## src/rtl/trans_seq_pkg.sv

```systemverilog
// Shared types for the transaction sequence generator: the FSM state
// encoding, the protocol length and the state-to-phase decode.
package trans_seq_pkg;

    typedef enum logic [2:0] {
        ST_IDLE,
        ST_TRANS,
        ST_START,
        ST_A,
        ST_B,
        ST_C,
        ST_END,
        ST_GAP
    } trans_state_t;

    // Number of protocol phases: trans, start_trans, a, b, c, end_trans.
    localparam int TRANS_SEQ_LEN = 6;

    // Phase vector ordering, MSB first: {trans, start_trans, a, b, c, end_trans}.
    typedef logic [TRANS_SEQ_LEN-1:0] phase_vec_t;

    // One-hot phase pattern driven while the FSM sits in a given state.
    function automatic phase_vec_t phase_of(input trans_state_t s);
        phase_vec_t p;
        p = '0;
        case (s)
            ST_TRANS: p = 6'b100000;
            ST_START: p = 6'b010000;
            ST_A:     p = 6'b001000;
            ST_B:     p = 6'b000100;
            ST_C:     p = 6'b000010;
            ST_END:   p = 6'b000001;
            default:  p = '0;
        endcase
        return p;
    endfunction

endpackage

```

## src/rtl/trans_seq_gap_timer.sv

```systemverilog
// Loadable down-counter that times the idle gap after end_trans.
// 'load' presets the count to GAP_CYCLES; 'expired' marks the last gap cycle.
module trans_seq_gap_timer #(
    parameter int GAP_CYCLES = 0
) (
    input  logic sysclk,
    input  logic rst_n,
    input  logic load,
    output logic expired
);

    localparam int CW = (GAP_CYCLES > 0) ? $clog2(GAP_CYCLES + 1) : 1;
    localparam logic [CW-1:0] LOAD_VAL = CW'(GAP_CYCLES);

    logic [CW-1:0] count;

    // Preset on load, then count down to zero and hold there.
    always_ff @(posedge sysclk or negedge rst_n) begin
        if (!rst_n) begin
            count <= '0;
        end else if (load) begin
            count <= LOAD_VAL;
        end else if (count != '0) begin
            count <= count - CW'(1);
        end
    end

    // Count reads 1 in the final gap cycle, so the FSM leaves on the next edge.
    assign expired = (count == CW'(1));

endmodule

```

## src/rtl/trans_seq_gen.sv

```systemverilog
// Registered six-phase transaction generator:
//   trans -> start_trans -> a -> b -> c -> end_trans, one phase per cycle,
// with req/busy control, abort, programmable post-transaction gap and a
// wrapping completion counter.
// Optional macro TRANS_SEQ_GEN_SVA_EN adds protocol assertions; behaviour
// is identical with or without it.
module trans_seq_gen
    import trans_seq_pkg::*;
#(
    parameter int GAP_CYCLES = 0,
    parameter int CNT_W      = 8
) (
    input  logic             sysclk,
    input  logic             rst_n,
    input  logic             req,
    input  logic             abort,
    output logic             trans,
    output logic             start_trans,
    output logic             a,
    output logic             b,
    output logic             c,
    output logic             end_trans,
    output logic             busy,
    output logic             aborted,
    output logic [CNT_W-1:0] txn_count
);

    trans_state_t state;
    trans_state_t state_nxt;
    phase_vec_t   phases;
    logic         abort_hit;
    logic         gap_load;
    logic         gap_expired;

    // Gap length is timed outside the FSM; it is preset while in END.
    assign gap_load = (state == ST_END);

    trans_seq_gap_timer #(
        .GAP_CYCLES (GAP_CYCLES)
    ) u_gap_timer (
        .sysclk  (sysclk),
        .rst_n   (rst_n),
        .load    (gap_load),
        .expired (gap_expired)
    );

    // Next-state decode; abort only bites in the five phases before END.
    always_comb begin
        // NOTE: every output of this block gets a default first so no path
        // leaves a variable unassigned, which would infer a latch.
        state_nxt = state;
        abort_hit = 1'b0;
        case (state)
            ST_IDLE:  if (req) state_nxt = ST_TRANS;
            ST_TRANS: state_nxt = abort ? ST_IDLE : ST_START;
            ST_START: state_nxt = abort ? ST_IDLE : ST_A;
            ST_A:     state_nxt = abort ? ST_IDLE : ST_B;
            ST_B:     state_nxt = abort ? ST_IDLE : ST_C;
            ST_C:     state_nxt = abort ? ST_IDLE : ST_END;
            ST_END: begin
                if (GAP_CYCLES > 0) state_nxt = ST_GAP;
                else if (req)       state_nxt = ST_TRANS;
                else                state_nxt = ST_IDLE;
            end
            ST_GAP:   if (gap_expired) state_nxt = ST_IDLE;
            default:  state_nxt = ST_IDLE;
        endcase
        if (abort && (state inside {ST_TRANS, ST_START, ST_A, ST_B, ST_C})) begin
            abort_hit = 1'b1;
        end
    end

    // State register plus outputs registered from the next state, so every
    // output changes on the same edge as the state with no input-to-output path.
    always_ff @(posedge sysclk or negedge rst_n) begin
        if (!rst_n) begin
            state     <= ST_IDLE;
            phases    <= '0;
            busy      <= 1'b0;
            aborted   <= 1'b0;
            txn_count <= '0;
        end else begin
            // NOTE: non-blocking assignments keep all registers updating from
            // the pre-edge values, independent of statement order.
            state   <= state_nxt;
            phases  <= phase_of(state_nxt);
            busy    <= (state_nxt != ST_IDLE);
            aborted <= abort_hit;
            if (state == ST_END) begin
                txn_count <= txn_count + CNT_W'(1);
            end
        end
    end

    assign {trans, start_trans, a, b, c, end_trans} = phases;

`ifdef TRANS_SEQ_GEN_SVA_EN
    

    // A transaction that is not cancelled runs all six phases in order.
    

    

    
`endif

endmodule

```

## config.mk

```make
export PLATFORM = sky130hd
export DESIGN_NAME = trans_seq_gen
export DESIGN_NICKNAME = d
export VERILOG_FILES = /design/src/rtl/trans_seq_pkg.sv /design/src/rtl/trans_seq_gap_timer.sv /design/src/rtl/trans_seq_gen.sv
export SDC_FILE = /design/constraint.sdc
export NUM_CORES = 1
export LEC_CHECK = 0
export BUFFER_PORTS_ARGS = -buffer_cell sky130_fd_sc_hd__buf_2
export CORE_ASPECT_RATIO = 1.25
export CORE_MARGIN = 10
export CORE_UTILIZATION = 45
export DETAILED_ROUTE_END_ITERATION = 12
export PLACE_DENSITY = 0.69
export SETUP_SLACK_MARGIN = 0.02
export SYNTH_ARGS = -nofsm -noshare
export SYNTH_HDL_FRONTEND = slang
export SYNTH_SLANG_ARGS = --single-unit
```

## constraint.sdc

```tcl
create_clock -name sysclk -period 1.79 [get_ports sysclk]
set_clock_uncertainty 0.15 [all_clocks]
set_input_delay 0.179 -clock sysclk [delete_from_list [all_inputs] [get_ports sysclk]]
set_output_delay 0.179 -clock sysclk [all_outputs]
set_load 0.01 [all_outputs]
```

==> results by group <==
CTS
  • Number of buffers on the longest clock path: 2
  • Total CTS buffers: 3
  • Clk Latency, worst-skew pair: 290 ps
  • Number of resized instances in the post-cts repair step: 0
  • Post-CTS Hold Fix Bufs: 2
  • Depth of the CTS H-tree: 1
  • Postcts setup bufs: 0
  • Buffer cell driving the clock tree root: sky130_fd_sc_hd__clkbuf_4
  • CTS tree: done
  • Clock input transition at the sequential cells of the worst setup and hold paths: 100 ps
  • Clock tree sinks: 19

Finish
  • Total non-filler cell area in the finished layout: 952 µm²
  • Total area of sequential cells: 475 µm²
  • Area Growth Syn to Fin: 19.8%
  • Layout cells sized above 1: 29.3%
  • Leading cell types in the layout, fill and taps excluded: sky130_fd_sc_hd__dfrtp_1, sky130_fd_sc_hd__buf_2, sky130_fd_sc_hd__nand2_1, sky130_fd_sc_hd__xnor2_1, sky130_fd_sc_hd__nor2_1
  • Diode count: 0
  • Cell Count, Final, Fillers Out: 110
  • Multi-input logic area: 298 µm²
  • Fin nets: 98
  • Count of filler cells inserted in the layout: 149

Floorplan
  • Total die area: 3860 µm²
  • Starting density of the core: 49.0%
  • Top-level port count: 20
  • Die Y-Extent: 67.0 µm
  • Number of core rows: 16
  • Floorplan core area: 1620 µm²
  • Width of the die: 57.6 µm

Detailed routing
  • Average wire per standard cell: 13.2 µm
  • Drt pass-1 iters: 4
  • Vias/cell: 4.95
  • Number of antenna-violating nets in the routed design: 0
  • Initial drt markers: 8
  • Total Routed Length: 1450 µm
  • Residual DRC count: 0
  • Overall via count from detail_route: 544

GRT
  • GRT overflow: 0
  • First-pass GRT wire length: 2460 µm
  • Total global-route track usage: 7.98%
  • Largest net degree at the start of global routing: 20
  • Antenna violations before repair: 0
  • Number of global-route vias before repair: 544

STA
  • Final setup TNS: 0 ps
  • Unrepaired setup endpoints after global routing: no
  • Fmax: 606 MHz
  • Worst Max-Slew Pin Slew: 408 ps
  • Minimum clock period after layout: 1650 ps
  • Final Hold Fails: 0
  • Final WS setup: 139 ps
  • Slew Limit Headroom: 72.8%
  • Post-route clock period utilization: 92.2%
  • Hold Worst Slack: 16.2 ps
  • Max-slew violation count: 0
  • Final setup violation count: 0

Placed design
  • Number of cells after detailed placement: 104
  • HPWL after detailed placement: 1090 µm
  • Placed Area: 906 µm²
  • Final Wtd Congestion: 0.710
  • Post-placement setup slack: 156 ps
  • Buffers added on ports: 19

Outcome
  • Result of the run: complete, no violations

Power and ir drop
  • Leakage Power: 0.000517 µW
  • Peak VDD IR: 623 µV
  • Power per standard cell area: 1230 nW/µm²

Min path
  • Class of the tightest hold or removal check: input port to flop
  • Start point of the worst min-delay path: req

Synthesis
  • Nets in the synthesized netlist: 73
  • Number of instances in the synthesized netlist: 68
  • Total of warnings raised by yosys: 0
  • Portion of the post-synthesis area used by sequential elements: 59.8%
  • Synth cell types: 27
  • Post-synthesis instance area: 795 µm²
  • Mean post-synth cell area: 11.7 µm²
  • Synth Register Bits: 19

Worst setup path
  • Worst setup path startpoint: abort
  • Sort of element at the end of the critical path: flop
  • Startpoint of the worst-slack reg-to-reg timing path: state[1]
  • Critical Path AT: 1680 ps
  • CP Class: input port to flop
  • Largest fanout of any net on the critical path: 8
  • Required time of the critical path: 1820 ps
  • Crit path launch type: input port

Job
  • Max Cap Viol: 0
## sequential cells by signal, summed over array words and instances (netlist names)
register and count:
txn_count 8, phases 6, state 3, aborted 1, busy 1
## synthesized netlist by cell type
cell type	n	area (µm²)
sky130_fd_sc_hd__a21o_1	2	15.0
sky130_fd_sc_hd__a22o_1	1	8.76
sky130_fd_sc_hd__and2b_2	1	8.76
sky130_fd_sc_hd__and3_1	2	12.5
sky130_fd_sc_hd__and3b_2	1	10.0
sky130_fd_sc_hd__buf_2	2	10.0
sky130_fd_sc_hd__buf_6	1	11.3
sky130_fd_sc_hd__dfrtp_1	19	475
sky130_fd_sc_hd__ha_1	1	12.5
sky130_fd_sc_hd__nand2_1	6	22.5
sky130_fd_sc_hd__nand2b_1	1	6.26
sky130_fd_sc_hd__nand3_1	3	15.0
sky130_fd_sc_hd__nand3b_1	1	7.51
sky130_fd_sc_hd__nand4_1	2	12.5
sky130_fd_sc_hd__nor2_1	4	15.0
sky130_fd_sc_hd__nor2_2	1	6.26
sky130_fd_sc_hd__nor2b_1	1	6.26
sky130_fd_sc_hd__nor3_1	3	15.0
sky130_fd_sc_hd__nor3b_1	1	7.51
sky130_fd_sc_hd__nor4b_1	1	8.76
sky130_fd_sc_hd__o21ai_0	2	10.0
sky130_fd_sc_hd__o22ai_1	1	6.26
sky130_fd_sc_hd__o31ai_1	1	7.51
sky130_fd_sc_hd__or2b_1	1	7.51
sky130_fd_sc_hd__or3_1	1	6.26
sky130_fd_sc_hd__xnor2_1	6	52.6
sky130_fd_sc_hd__xor2_1	2	17.5
## critical path, cell delays in order
cell and delay [ps]:
sky130_fd_sc_hd__dlygate4sd3_1 520, sky130_fd_sc_hd__buf_2 180, sky130_fd_sc_hd__nor2_2 50, sky130_fd_sc_hd__a21o_1 150, sky130_fd_sc_hd__a22o_1 230, sky130_fd_sc_hd__or3_1 360
## worst paths after layout
kind	end	slack (ps)	depth (start not counted)
min reg2reg	txn_count[7]	330	1
max	busy	140	6
min	phases[5]	20	2
min in group asynchronous	txn_count[4]	190	2
max reg2reg	busy	150	4
max in group asynchronous	phases[5]	1010	2
## per-layer routing
metal  up-vias  part of all wire, %  track usage (%)  routed length [µm]
li1        280                    -                -                   -
met1       249                   42             8.77                 614
met2        13                   47             11.8                 683
met3         2                  9.3             3.42                 135
met4         0                 0.97             6.18                  14
met5         -                    0                0                   0
## logic make-up (layout without fill, tap and decap cells)
kind of cell    Yosys count  count (layout)  synth area share (%)
xor+xnor                  8               8                  8.82
compound gates            7               7                  5.98
flops                    19              19                  59.8
buf+inv                   3              27                  2.68
fa+ha+maj                 1               1                  1.57
simple gates             30              30                  21.1
## layout make-up
class,instances,share of cell area (%)
sequential,19,49.9
multi-input combinational,46,31.3
timing repair buffer,23,13.7
clock buffer,4,2.76
tap,18,2.37
## per-stage QoR
step	total power, µW	util, %
global placement	968	55.9
CTS	1190	58.7
detailed placement	978	55.9
global route	1260	58.7
floorplan	852	-
finish	1170	58.7
## power breakdown
group          internal [µW]  switching [µW]
Combinational            178             171
Clock                   86.6             118
Sequential               520            93.5
Total                    785             383
Power figures use the tool's default switching activity.
